--- src/rtl/btn_event.sv ---
// Debounced button level to single-cycle press/release/long/repeat events.
// BTN_EVENT_REPEAT_EN enables auto-repeat pulses in the LONG state.
module btn_event #(
   parameter int unsigned LONG_CYCLES   = 50000000,
   parameter int unsigned REPEAT_CYCLES = 10000000,
   parameter int unsigned CNT_W         = 32
) (
   input  logic       clk,
   input  logic       rst_n,
   input  logic       btn_level,
   output logic       press_pulse,
   output logic       release_pulse,
   output logic       long_pulse,
   output logic       repeat_pulse,
   output logic       held,
   output logic [7:0] press_cnt
);

   typedef enum logic [1:0] {
      S_IDLE,
      S_PRESSED,
      S_LONG
   } state_t;

   localparam logic [CNT_W-1:0] LONG_TERM = CNT_W'(LONG_CYCLES - 1);

   if (LONG_CYCLES < 2 || REPEAT_CYCLES < 2) begin : g_bad_cfg
      $error("btn_event: LONG_CYCLES and REPEAT_CYCLES must be >= 2");
   end

   state_t           state_q;
   logic [CNT_W-1:0] cnt_q;
   logic             btn_q;
   logic             press_q;
   logic             release_q;
   logic             long_q;
   logic             held_q;
   logic [7:0]       press_cnt_q;
   logic             rise_d;
   logic             fall_d;

   assign rise_d = btn_level & ~btn_q;
   assign fall_d = ~btn_level & btn_q;

`ifdef BTN_EVENT_REPEAT_EN
   localparam logic [CNT_W-1:0] REPEAT_TERM = CNT_W'(REPEAT_CYCLES - 1);
   logic repeat_q;
`endif

   always_ff @(posedge clk or negedge rst_n) begin
      if (!rst_n) begin
         state_q     <= S_IDLE;
         cnt_q       <= '0;
         btn_q       <= 1'b0;
         press_q     <= 1'b0;
         release_q   <= 1'b0;
         long_q      <= 1'b0;
         held_q      <= 1'b0;
         press_cnt_q <= '0;
`ifdef BTN_EVENT_REPEAT_EN
         repeat_q    <= 1'b0;
`endif
      end else begin
         btn_q     <= btn_level;
         press_q   <= 1'b0;
         release_q <= 1'b0;
         long_q    <= 1'b0;
`ifdef BTN_EVENT_REPEAT_EN
         repeat_q  <= 1'b0;
`endif
         unique case (state_q)
            S_IDLE: begin
               if (rise_d) begin
                  press_q     <= 1'b1;
                  press_cnt_q <= press_cnt_q + 8'd1;
                  cnt_q       <= '0;
                  state_q     <= S_PRESSED;
                  held_q      <= 1'b1;
               end
            end
            S_PRESSED: begin
               // release beats a coincident terminal count
               if (fall_d) begin
                  release_q <= 1'b1;
                  cnt_q     <= '0;
                  state_q   <= S_IDLE;
                  held_q    <= 1'b0;
               end else if (btn_level) begin
                  if (cnt_q == LONG_TERM) begin
                     long_q  <= 1'b1;
                     cnt_q   <= '0;
                     state_q <= S_LONG;
                  end else begin
                     cnt_q <= cnt_q + 1'b1;
                  end
               end
            end
            S_LONG: begin
               if (fall_d) begin
                  release_q <= 1'b1;
                  cnt_q     <= '0;
                  state_q   <= S_IDLE;
                  held_q    <= 1'b0;
               end else if (btn_level) begin
`ifdef BTN_EVENT_REPEAT_EN
                  if (cnt_q == REPEAT_TERM) begin
                     repeat_q <= 1'b1;
                     cnt_q    <= '0;
                  end else begin
                     cnt_q <= cnt_q + 1'b1;
                  end
`else
                  cnt_q <= '0;
`endif
               end
            end
            default: begin
               state_q <= S_IDLE;
               cnt_q   <= '0;
               held_q  <= 1'b0;
            end
         endcase
      end
   end

   assign press_pulse   = press_q;
   assign release_pulse = release_q;
   assign long_pulse    = long_q;
   assign held          = held_q;
   assign press_cnt     = press_cnt_q;
`ifdef BTN_EVENT_REPEAT_EN
   assign repeat_pulse  = repeat_q;
`else
   assign repeat_pulse  = 1'b0;
`endif

endmodule

--- config.mk ---
export PLATFORM = sky130hd
export DESIGN_NAME = btn_event
export DESIGN_NICKNAME = d
export VERILOG_FILES = /design/src/rtl/btn_event.sv
export SDC_FILE = /design/constraint.sdc
export NUM_CORES = 1
export LEC_CHECK = 0
export CAP_MARGIN = 15
export CORE_ASPECT_RATIO = 0.9
export CORE_MARGIN = 2
export CORE_UTILIZATION = 42
export CTS_CLUSTER_DIAMETER = 40
export DETAILED_ROUTE_END_ITERATION = 10
export GPL_TIMING_DRIVEN = 0
export PLACE_DENSITY = 0.6
export SLEW_MARGIN = 5
export SYNTH_ARGS = -nofsm -noshare
export SYNTH_HDL_FRONTEND = slang
export SYNTH_SLANG_ARGS = --single-unit
export TNS_END_PERCENT = 1
--- constraint.sdc ---
create_clock -name clk -period 4.58 [get_ports clk]
set_input_delay 0.458 -clock clk [delete_from_list [all_inputs] [get_ports clk]]
set_output_delay 0.458 -clock clk [all_outputs]
set_load 0.005 [all_outputs]
# Word-level counts from Yosys, hierarchy flattened

Cells that the tools add are included.

Register bits after elaboration: 47
Word-level logic and storage cells: 53
Bits of input ports: 3
Output and inout port bits: 13

Bitwise operators: 4
Reduce and logical (&&, ||, !) cells: 6
Add/sub/neg operators: 2
Equality and inequality tests: 9
Muxes and demuxes: 24

Operators with widths:

| operator                                                           | count |
|---|---|
| 32-bit 2-to-1 mux                                                  | 6 |
| 32-bit one-hot mux with 3 select lines                             | 1 |
| 32-bit by 1-bit adder with 32-bit output (second input constant)   | 1 |
| 32-bit by 26-bit == test with 1-bit output (second input constant) | 1 |
| 1-bit 2-to-1 mux                                                   | 10 |
| 2-bit 2-to-1 mux                                                   | 5 |
| 3-bit != test (second input constant)                              | 3 |
| 8-bit by 1-bit adder with 8-bit output (second input constant)     | 1 |
| 2-bit one-hot mux with 3 select lines                              | 1 |
| 2-bit != test (second input constant)                              | 2 |
| 2-bit AND reduction                                                | 2 |
| 4-bit AND reduction                                                | 1 |
| 3-bit AND reduction                                                | 1 |
| 1-bit AND                                                          | 2 |
| 2-bit by 1-bit == test with 1-bit output (second input constant)   | 1 |
| 2-bit == test (second input constant)                              | 1 |
| 2-bit zero test                                                    | 1 |
| 2-bit by 1-bit != test with 1-bit output (second input constant)   | 1 |
| 1-bit NOT                                                          | 2 |
| 1-bit one-hot mux with 2 select lines                              | 1 |
| 2-bit OR reduction                                                 | 1 |

# Longest topological paths before layout

Gate-level depths: netlist of run 1.

Word-level depth: 5
Depth in mapped cells: 9
Gate-level depth less buffers: 7

# Worst setup path before layout of run 1

OpenSTA, ideal clock, no wires.

Kind: flip-flop to flip-flop
Start point: register state_q[1]
End point: register cnt_q[26]
Setup time: 0.078 ns
Arrival time: 1.844 ns
Stages on the path, launching flop included: 10
Slack: 2.659 ns
Data required time: 4.502 ns
Period minus slack after synthesis: 1.921 ns
Cells stage by stage: dfrtp_1 > inv_1 > ha_1 > nor3_2 > or3_1 > buf_4 > nand3_2 > buf_6 > or3_1 > a21oi_1

Longest elaborated chain between the ends: 3
Elaborated cells on any way between the ends: 8

RTL lines:

| item                                                            | RTL line | text |
|---|---|---|
| start: declaration                                              | 31       | `state_t state_q;` |
| start signal: assignment                                        | 52       | `state_q <= S_IDLE;` |
| start signal: assignment                                        | 77       | `state_q <= S_PRESSED;` |
| start signal: assignment                                        | 86       | `state_q <= S_IDLE;` |
| 2-bit == test, or another cell as far along                     | 71       | `unique case (state_q)` |
| 3-bit != test (no line) / 2-bit != test (equally long branches) | --       |  |
| 3-bit AND reduction (no line)                                   | --       |  |
| end signal: assignment                                          | 94       | `cnt_q <= cnt_q + 1'b1;` |
| end: declaration                                                | 32       | `logic [CNT_W-1:0] cnt_q;` |

Several ways; a longest one is shown, not always the timed one.
A chain may end at the register's enable or synchronous reset.

# Final worst setup path of run 1

Start point: register state_q[1]
End point: register cnt_q[27]

The elaborated chain is that of the path after synthesis.

==> impl_results.md, run 1 <==
* Status: finished, final reports clean
* Non-filler cells in the finished layout at roughly 360
* Largest cells by area after synthesis: dfrtp_1 (47%), xnor2_1 (4.9%), nor2_1 (4.0%)
* Yosys reg bits at between 40 and 50
* Post-cts repair resize count at 0
* PD cells at about 430 mW/mm²
* Worst Setup End Kind: flop
* Final Max Slew Viols at 0
* R2R depth at 8
* Vias in the first global route at 1850
* Total global-route track usage at 0.173
* ANT nets after route at 0
* Max H-tree Level at 2
* Seq/Total Area, Yosys at 0.466
* Synth Flop Type: dfrtp_1
* Slew at the pin closest to its max-slew limit at 0.845 ns
* Clock slew at reported path FFs at ~0.10 ns
* Mean Syn Cell Area at roughly 9.5 µm²
* Comb pwr share at 0.352
* Post-Syn Nets at 274
* WP data required at slightly below 5 ns
* Sum of negative setup slack at 0 ns
* Max_slew headroom at 0.432
* Sequential share of power at 0.399
* DRC at 0
* Hold WS at about 0.13 ns
* Layout area overhead at 14.1%
* Cell depth of the worst setup path at 8
* Largest net degree at the start of global routing at 28
* Critical path peak fanout at 10
* Most common cell on crit path: or3_1
* Worst skew pair latency at 0.30 ns
* CP arrival at around 2.4 ns
* HP Class: in2async
* DP HPWL at around 4000 µm
* Io pins at 16
* Nets at 296
* Site Rows at 26
* Setup bufs post-CTS at 0
* Die Wd at 85.7 µm
* Crit path buf inv count at 2
* Cell taking the most area after synthesis: dfrtp_1
* Synth unique cells at 47
* Cells after synthesis at about 270
* DIE AREA at roughly 0.0066 mm²
* CP max stage delay at approximately 0.41 ns
* Vias per Instance at approximately 5.5
* Via count at 1975
* Maximum VDD drop at roughly 0.29 mV
* Cells after DPL at around 350
* Antenna violations before repair at 0
* CTS tree: built
* Setup Crit Path Kind: reg2reg
* Post-synth EDFFs at 0
* Die Ht at 77.5 µm
* Synth warn at 0
* P_int at 795 µW
* PortBufs at 14
* Clock power share at 0.250
* Layout Skew at 0.0123 ns
* CP max stage cell: or3_1
* Fin. Hold Viols at 0
* Sw Ratio at 0.359
* Pleak at 0.00121 µW
* Ant diodes at 0
* Area share of the leading cell type in the synthesized netlist at 0.466
* WL final at between 5000 and 6000 µm
* 1st-iter DRT viols at between 80 and 90
* FILL cells at 559
* Share of cells above drive strength 1 at 0.100
* Setup violators final at 0
* Hold_buf cts at 0
* First-pass GRT wire length at 8980 µm
* CP Launch Type: flop
* Synth Cell Area at about 0.0025 mm²
* Starting Density at 0.441
* Tmin final at roughly 2.2 ns
* MaxCap Viol Count at 0
* Maximum clock rate at 456 MHz
* Worst path top cell family by delay: simple AND/OR/NAND/NOR gates
* Routed len/inst at 14.9 µm
* Psw at 445 µW
* Clk buf depth at 2
* TritonCTS Buffers at 5
* Clk root buf: clkbuf_8
* Unrepaired setup endpoints after global routing: no
* Final core utilization at 0.503
* Post-synth top cells: dfrtp_1 (47), nor2_1 (27), nand2_1 (26)
* # clock sinks at 47
* Most common cell in the netlist: dfrtp_1
* GPL Wtd Cong at 0.817
* Final Cycle Share at 0.479
* Total core area at 0.00573 mm²
* Drt pass-1 iters at 4
* Cell Chain, Critical Path: inv_1 > ha_1 > nor3_2 > or3_1 > buf_4 > nand4_2 > or3_1 > a21oi_1
* Grt ovf at 0
* Post-synth ARST share at 1.00
==> flip-flops by register name (all words and copies together), names as in the netlist <==
signal	flops
press_cnt	8
state_q	2
btn_q	1
held	1
long_pulse	1
cnt_q	32
press_pulse	1
release_pulse	1
==> layout by cell type, fill, tap and decap left out, types with 7 or more instances in the layout <==
master	instances
nor2_1	27
nor4_1	7
xnor2_1	14
o21ai_0	13
xor2_1	9
nand4_1	9
a21oi_1	15
nand2_1	26
inv_1	7
dfrtp_1	47
nand3_1	14
and3_1	9
or3_1	10
clkdlybuf4s50_1	13
nor3_1	8
==> layout make-up <==
type / instances / area (µm²) / area share
clock buffers: 5 / 68.8 / 0.0239
flip-flops and latches: 47 / 1180 / 0.409
inverters: 7 / 26.3 / 0.00913
repair buffers: 15 / 155 / 0.0539
plain buffers: 7 / 50.0 / 0.0174
multi-input cells: 205 / 1270 / 0.441
well taps: 70 / 87.6 / 0.0304
clock inverters: 3 / 43.8 / 0.0152
==> final timing paths <==
path | from | to | slack (ns)
min in group clk | press_cnt[7] | press_cnt[7] | 0.47
worst max-delay path | state_q[1] | cnt_q[27] | 2.39
worst max register to register | state_q[1] | cnt_q[27] | 2.39
max in group asynchronous | rst_n | held | 3.91
worst min register to register | press_cnt[7] | press_cnt[7] | 0.47
worst min-delay path | rst_n | cnt_q[20] | 0.13
==> cells by family after synthesis <==
kind of cell / after synthesis / synth area share
mux: 3 / 0.0124
fa+ha+maj: 5 / 0.0248
other cells: 1 / 0.00149
flops: 47 / 0.466
simple gates: 135 / 0.297
buf+inv: 14 / 0.0303
compound gates: 38 / 0.0883
xor+xnor: 23 / 0.0799
==> metal layers <==
layer  vias up  wire [µm]  global-route usage
met5         -          0                   0
met4         0         59              0.0508
met1       953       2750               0.250
met3         4        171              0.0351
li1        996          -                   -
met2        22       2380               0.263
==> power by group through the flow <==
| stage | registers (µW) | clock network, µW | logic (µW) |
|---|---|---|---|
| finish | 494 | 310 | 436 |
| global route | 502 | 330 | 492 |
| CTS | 495 | 318 | 440 |
| detailed placement | 503 | 0 | 439 |
| global placement | 503 | 0 | 432 |
| floorplan | 501 | 0 | 287 |
==> per-stage QoR <==
stage / power [µW] / setup WS (ns) / area (µm²)
after floorplan: 788 / 2.66 / 2520
after global placement: 935 / 1.63 / 2750
after detailed placement: 942 / 2.11 / 2770
after CTS: 1250 / 2.38 / 2880
after global routing: 1320 / 2.22 / 2880
final: 1240 / 2.39 / 2880
Power figures use the tool's default switching activity.
==> run 2, diff against run 1 <==
--- a/config.mk
+++ b/config.mk
@@ -12,7 +12,7 @@
 export CTS_CLUSTER_DIAMETER = 40
 export DETAILED_ROUTE_END_ITERATION = 10
 export GPL_TIMING_DRIVEN = 0
-export PLACE_DENSITY = 0.6
+export PLACE_DENSITY = 0.62
 export SLEW_MARGIN = 5
 export SYNTH_ARGS = -nofsm -noshare
 export SYNTH_HDL_FRONTEND = slang
==> constraint.sdc (replaced) <==
create_clock -name clk -period 1.8 [get_ports clk]
set_input_delay 0.18 -clock clk [delete_from_list [all_inputs] [get_ports clk]]
set_output_delay 0.18 -clock clk [all_outputs]
set_load 0.005 [all_outputs]
==> impl_results.md, run 2 (synthesis results as in run 1) <==
* CP arrival at 2.14 ns (was 2.43 ns)
* Setup Crit Path Kind: reg2reg (unchanged)
* Pleak at 0.00123 µW (was 0.00121 µW)
* Final Max Slew Viols at 0 (unchanged)
* 1st-iter DRT viols at 152 (was 81)
* # clock sinks at 47 (unchanged)
* Critical path peak fanout at 6 (was 10)
* Nets at 305 (was 296)
* FF-to-FF Start: cnt_q[28] (was state_q[1])
* Total core area at 0.00573 mm² (unchanged)
* Max_slew headroom at 0.559 (was 0.432)
* Die Wd at 85.7 µm (unchanged)
* Maximum clock rate at 517 MHz (was 456 MHz)
* Die Ht at 77.5 µm (unchanged)
* Maximum VDD drop at 0.893 mV (was 0.293 mV)
* Sum of negative setup slack at -3.40 ns (was 0 ns)
* Antenna violations before repair at 0 (unchanged)
* Vias in the first global route at 1942 (was 1850)
* DIE AREA at 0.00664 mm² (unchanged)
* Reg2reg setup slack at -0.14 ns (was 2.39 ns)
* Fin. Hold Viols at 0 (unchanged)
* DRC at 0 (unchanged)
* Starting Density at 0.441 (unchanged)
* ANT nets after route at 0 (unchanged)
* Io pins at 16 (unchanged)
* Grt ovf at 0 (unchanged)
* Drt pass-1 iters at 5 (was 4)
* Failing checks: negative setup slack
* Largest register FFs at 32 (unchanged)
* Post-Place Setup Slack at -0.390 ns (was 2.11 ns)
* HP Class: in2async (unchanged)
* Ant diodes at 0 (unchanged)
* MaxCap Viol Count at 0 (unchanged)
* Final Cycle Share at 1.08 (was 0.479)
* CTS tree: built (unchanged)
* Crit path buf inv count at 1 (was 2)
* WP data required at 2.00 ns (was 4.82 ns)
* CP max stage cell: dfrtp_1 (was or3_1)
* Most frequent cells in the layout: dfrtp_1 (42), nor2_1 (27), nand2_1 (26), xnor2_1 (14), nand3_1 (14) (was dfrtp_1 (47), nor2_1 (27), nand2_1 (26), a21oi_1 (15))
* Clock slew at reported path FFs at 0.09 ns (was 0.10 ns)
* Max H-tree Level at 2 (unchanged)
* Worst Setup End Kind: flop (unchanged)
* Setup WS post-layout at -0.135 ns (was 2.39 ns)
* Clk root buf: clkbuf_8 (unchanged)
* Total global-route track usage at 0.189 (was 0.173)
* Tmin final at 1.94 ns (was 2.19 ns)
* CP max stage delay at 0.43 ns (was 0.41 ns)
* Worst path top cell family by delay: simple AND/OR/NAND/NOR gates (unchanged)
* Site Rows at 26 (unchanged)
* Leading cell type in the layout, fill and taps excluded: dfrtp_1 (unchanged)
* First-pass GRT wire length at 9780 µm (was 8980 µm)
* FILL cells at 500 (was 559)
* GPL Wtd Cong at 0.815 (was 0.817)
* Worst skew pair latency at 0.30 ns (about the same)
* PD cells at 1080 mW/mm² (was 431 mW/mm²)
* CP Launch Point: cnt_q[28] (was state_q[1])
* PortBufs at 14 (unchanged)
* Layout Skew at 0.00943 ns (was 0.0123 ns)
* Status: complete, but fails checks (was finished, final reports clean)
* Largest net degree at the start of global routing at 27 (was 28)
* TritonCTS Buffers at 5 (unchanged)
* Slew at the pin closest to its max-slew limit at 0.658 ns (was 0.845 ns)
* Cell Chain, Critical Path: nor3_1 > nand4_1 > o31a_1 > nor2_4 > buf_4 > nor3_1 (was inv_1 > ha_1 > nor3_2 > or3_1 > buf_4 > nand4_2 > or3_1 > a21oi_1)
* Via count at 2085 (was 1975)
* DP HPWL at 3960 µm (was 3910 µm)
* Setup violators final at 29 (was 0)
* WL final at 5780 µm (was 5370 µm)
* Unrepaired setup endpoints after global routing: yes (was no)
* CP Launch Type: flop (unchanged)
* Vias per Instance at 5.67 (was 5.50)
* Most common cell on crit path: nor3_1 (was or3_1)
* Top reg by flops: cnt_q (unchanged)
* Routed len/inst at 15.7 µm (was 14.9 µm)
* Layout area overhead at 24.7% (was 14.1%)
* Share of cells above drive strength 1 at 0.221 (was 0.100)
* Clk buf depth at 2 (unchanged)
run 2: cell types whose count changed in the layout (fill, tap and decap cells not counted), sizes merged:
cell         before  now
buf               8   16
bufinv            1    0
clkinv            2    1
clkinvlp          0    2
dlygate4sd3       0    1
run 2: worst register-to-register path, delay by kind of cell (launching register included):
kind                   cells  cell delay (ns)
AOI/OAI and AO/OA          1             0.35
DFF                        1             0.43
buffers and inverters      1             0.19
and+or+nand+nor            4             0.87
run 2: worst paths after layout:
path                       depth (start not counted)            to
setup / recovery                                   6     cnt_q[25]
hold reg to reg                                    1  press_cnt[7]
max in group asynchronous                          3     cnt_q[24]
min in group clk                                   1         btn_q
setup reg to reg                                   6     cnt_q[25]
hold / removal                                     2     cnt_q[13]
run 2: layout make-up:
type / instances / area [µm²] / area share
multi-input combinational: 205 / 1470 / 0.468
sequential: 47 / 1180 / 0.376
inverter: 7 / 26.3 / 0.00835
clock buffer: 5 / 68.8 / 0.0219
timing repair buffer: 25 / 234 / 0.0744
tap: 70 / 87.6 / 0.0278
buffer: 6 / 53.8 / 0.0171
clock inverter: 3 / 20.0 / 0.00636
run 2: through the flow:
stage / std cells / area (µm²) / power (µW) / util / hold slack, ns
after floorplan: 266 / 2580 / 2140 / - / -0.116
after global placement: 350 / 2810 / 2530 / 0.491 / 0.461
after detailed placement: 351 / 2820 / 2550 / 0.493 / 0.197
after CTS: 368 / 3070 / 3390 / 0.537 / 0.407
after global routing: 368 / 3150 / 3650 / 0.549 / 0.418
final: 368 / 3150 / 3410 / 0.549 / 0.399
run 2: per-layer routing:
metal | vias up | wire length (µm) | GRT usage
met5 | - | 0 | 0
met4 | 0 | 64 | 0.0524
met3 | 9 | 260 | 0.0319
met2 | 37 | 2760 | 0.298
met1 | 1023 | 2700 | 0.270
li1 | 1016 | - | -
run 2: report_power, final:
| part | switching [µW] | leakage [µW] | internal (µW) |
|---|---|---|---|
| clock network | 370 | 0.0000402 | 271 |
| registers | 119 | 0.000635 | 1170 |
| logic | 809 | 0.000555 | 673 |
run 2: timing repair:
item                       CTS  global route
buffers inserted             7             1
hold endpoints to repair    21             0
hold buffers                 1             0
setup endpoints to repair   30            34
pin swaps                   17            10
gates cloned                 1             0
gates resized for setup     17            19
==> run 3, diff against run 2 <==
--- a/config.mk
+++ b/config.mk
@@ -12,7 +12,7 @@
 export CTS_CLUSTER_DIAMETER = 40
 export DETAILED_ROUTE_END_ITERATION = 10
 export GPL_TIMING_DRIVEN = 0
-export PLACE_DENSITY = 0.62
+export PLACE_DENSITY = 0.6
 export SLEW_MARGIN = 5
 export SYNTH_ARGS = -nofsm -noshare
 export SYNTH_HDL_FRONTEND = slang
==> constraint.sdc (replaced) <==
create_clock -name clk -period 2.2 [get_ports clk]
set_input_delay 0.22 -clock clk [delete_from_list [all_inputs] [get_ports clk]]
set_output_delay 0.22 -clock clk [all_outputs]
set_load 0.005 [all_outputs]
==> impl_results.md, run 3 (synthesis results as in run 1) <==
* First-pass GRT wire length at 8990 µm (was 9780 µm)
* Setup violators final at 0 (was 29)
* Total core area at 0.00573 mm² (unchanged)
* Final Max Slew Viols at 0 (unchanged)
* Io pins at 16 (unchanged)
* Share of cells above drive strength 1 at 0.110 (was 0.221)
* Setup Crit Path Kind: reg2reg (unchanged)
* Status: finished, final reports clean (was complete, but fails checks)
* CTS tree: built (unchanged)
* FILL cells at 559 (was 500)
* Top reg by flops: cnt_q (unchanged)
* Largest register FFs at 32 (unchanged)
* Via count at 2005 (was 2085)
* Nets at 297 (was 305)
* Die Wd at 85.7 µm (unchanged)
* Clock slew at reported path FFs at 0.10 ns (was 0.09 ns)
* Tmin final at 2.13 ns (was 1.94 ns)
* Maximum clock rate at 470 MHz (was 517 MHz)
* Multi-input gate area at 0.00131 mm² (was 0.00147 mm²)
* CP Launch Type: flop (unchanged)
* Leading cell type in the layout, fill and taps excluded: dfrtp_1 (unchanged)
* Most frequent cells in the layout: dfrtp_1 (47), nor2_1 (27), nand2_1 (26), a21oi_1 (15) (was dfrtp_1 (42), nor2_1 (27), nand2_1 (26), xnor2_1 (14), nand3_1 (14))
* Final Cycle Share at 0.968 (was 1.08)
* PD cells at 894 mW/mm² (was 1080 mW/mm²)
* DIE AREA at 0.00664 mm² (unchanged)
* Die Ht at 77.5 µm (unchanged)
* WP data required at 2.44 ns (was 2.00 ns)
* Worst Setup End Kind: flop (unchanged)
* Cell area after layout at 0.00293 mm² (was 0.00315 mm²)
* Ant diodes at 0 (unchanged)
* Placed Area at 0.00277 mm² (was 0.00282 mm²)
* Max_slew headroom at 0.483 (was 0.559)
* Hold WS at 0.419 ns (was 0.399 ns)
* GPL Wtd Cong at 0.817 (was 0.815)
* Site Rows at 26 (unchanged)
* TritonCTS Buffers at 5 (unchanged)
* Maximum VDD drop at 0.599 mV (was 0.893 mV)
* R2R depth at 9 (was 6)
* Slew at the pin closest to its max-slew limit at 0.768 ns (was 0.658 ns)
* Clk buf depth at 2 (unchanged)
* Vias in the first global route at 1856 (was 1942)
* Clk root buf: clkbuf_8 (unchanged)
* Grt ovf at 0 (unchanged)
* PortBufs at 14 (unchanged)
* Fin. Hold Viols at 0 (unchanged)
* Total global-route track usage at 0.174 (was 0.189)
* Starting Density at 0.441 (unchanged)
* MaxCap Viol Count at 0 (unchanged)
* Register area at 0.00118 mm² (about the same)
* ANT nets after route at 0 (unchanged)
* WL final at 5460 µm (was 5780 µm)
* CP arrival at 2.37 ns (was 2.14 ns)
* Setup bufs post-CTS at 0 (was 7)
* Antenna violations before repair at 0 (unchanged)
* HP Class: in2async (unchanged)
* Drt pass-1 iters at 4 (was 5)
* DP HPWL at 3910 µm (was 3960 µm)
* Max H-tree Level at 2 (unchanged)
* # clock sinks at 47 (unchanged)
* Layout area overhead at 16.0% (was 24.7%)
* Layout Skew at 0.0130 ns (was 0.00943 ns)
* Largest net degree at the start of global routing at 28 (was 27)
* Pleak at 0.00121 µW (was 0.00123 µW)
* Unrepaired setup endpoints after global routing: yes (unchanged)
* Routed len/inst at 15.2 µm (was 15.7 µm)
* Vias per Instance at 5.57 (was 5.67)
* Worst skew pair latency at 0.31 ns (was 0.30 ns)
* Critical path peak fanout at 10 (was 6)
* DRC at 0 (unchanged)
* 1st-iter DRT viols at 112 (was 152)
-- run 3: changes by cell type in the layout (fill, tap and decap cells not counted), moves of 3 or more --
cell     before  now
buf_4         9    4
dfrtp_1      42   47
dfrtp_2       5    0
ha_1          1    5
ha_4          4    0
a21oi_1      12   15
a21oi_2       3    0
buf_6         4    1
nor4_1        4    7
nor4_2        3    0
-- run 3: worst paths after layout --
| check | start | endpoint | slack [ns] |
|---|---|---|---|
| max | state_q[1] | cnt_q[26] | 0.07 |
| min | rst_n | cnt_q[20] | 0.42 |
| max reg2reg | state_q[1] | cnt_q[26] | 0.07 |
| min reg2reg | press_cnt[7] | press_cnt[7] | 0.47 |
| max in group asynchronous | rst_n | cnt_q[6] | 1.25 |
| min in group clk | press_cnt[7] | press_cnt[7] | 0.47 |
-- run 3: layout make-up --
type | count | area share
buffer | 7 | 0.0171
clock inverter | 3 | 0.0150
tap | 70 | 0.0299
sequential | 47 | 0.402
timing repair buffer | 16 | 0.0565
multi-input combinational | 205 | 0.447
inverter | 7 | 0.00898
clock buffer | 5 | 0.0235
-- run 3: metrics by stage --
| stage | util | TNS (ns) | std cells | worst slack [ns] | power [µW] |
|---|---|---|---|---|---|
| final | 0.511 | 0 | 360 | 0.0702 | 2610 |
| after global routing | 0.511 | -0.309 | 360 | -0.0578 | 2790 |
| after CTS | 0.504 | 0 | 360 | 0.00178 | 2610 |
| after detailed placement | 0.483 | -0.0596 | 351 | -0.0334 | 1960 |
| after global placement | 0.480 | -24.11 | 350 | -0.514 | 1950 |
| after floorplan | - | 0 | 266 | 0.279 | 1640 |
-- run 3: routing by layer --
metal | wire, µm | up-vias | share of wire | track usage
met5 | 0 | - | 0 | 0
met4 | 59 | 0 | 0.011 | 0.0508
met3 | 212 | 4 | 0.039 | 0.0351
met2 | 2480 | 36 | 0.45 | 0.264
met1 | 2700 | 965 | 0.50 | 0.250
li1 | - | 1000 | - | -
-- run 3: power by group --
group          internal, µW  switching [µW]  leakage [µW]
clock                   339             305     0.0000581
combinational           377             564      0.000507
sequential              952            77.3      0.000643
total                  1670             946       0.00121
-- run 3: worst max-delay path, stage by stage, from the launching register on --
cell	delay, ns
dfrtp_1	0.37
inv_1	0.08
ha_1	0.26
nor3_4	0.28
or3_1	0.15
buf_4	0.18
nand3_2	0.11
buf_6	0.16
or3_1	0.34
a21oi_1	0.14
-- run 3: what timing repair did --
item	4_1_cts	5_1_grt
gates resized for setup	0	6
setup endpoints to repair	0	21
hold endpoints to repair	20	0
hold buffers	1	0
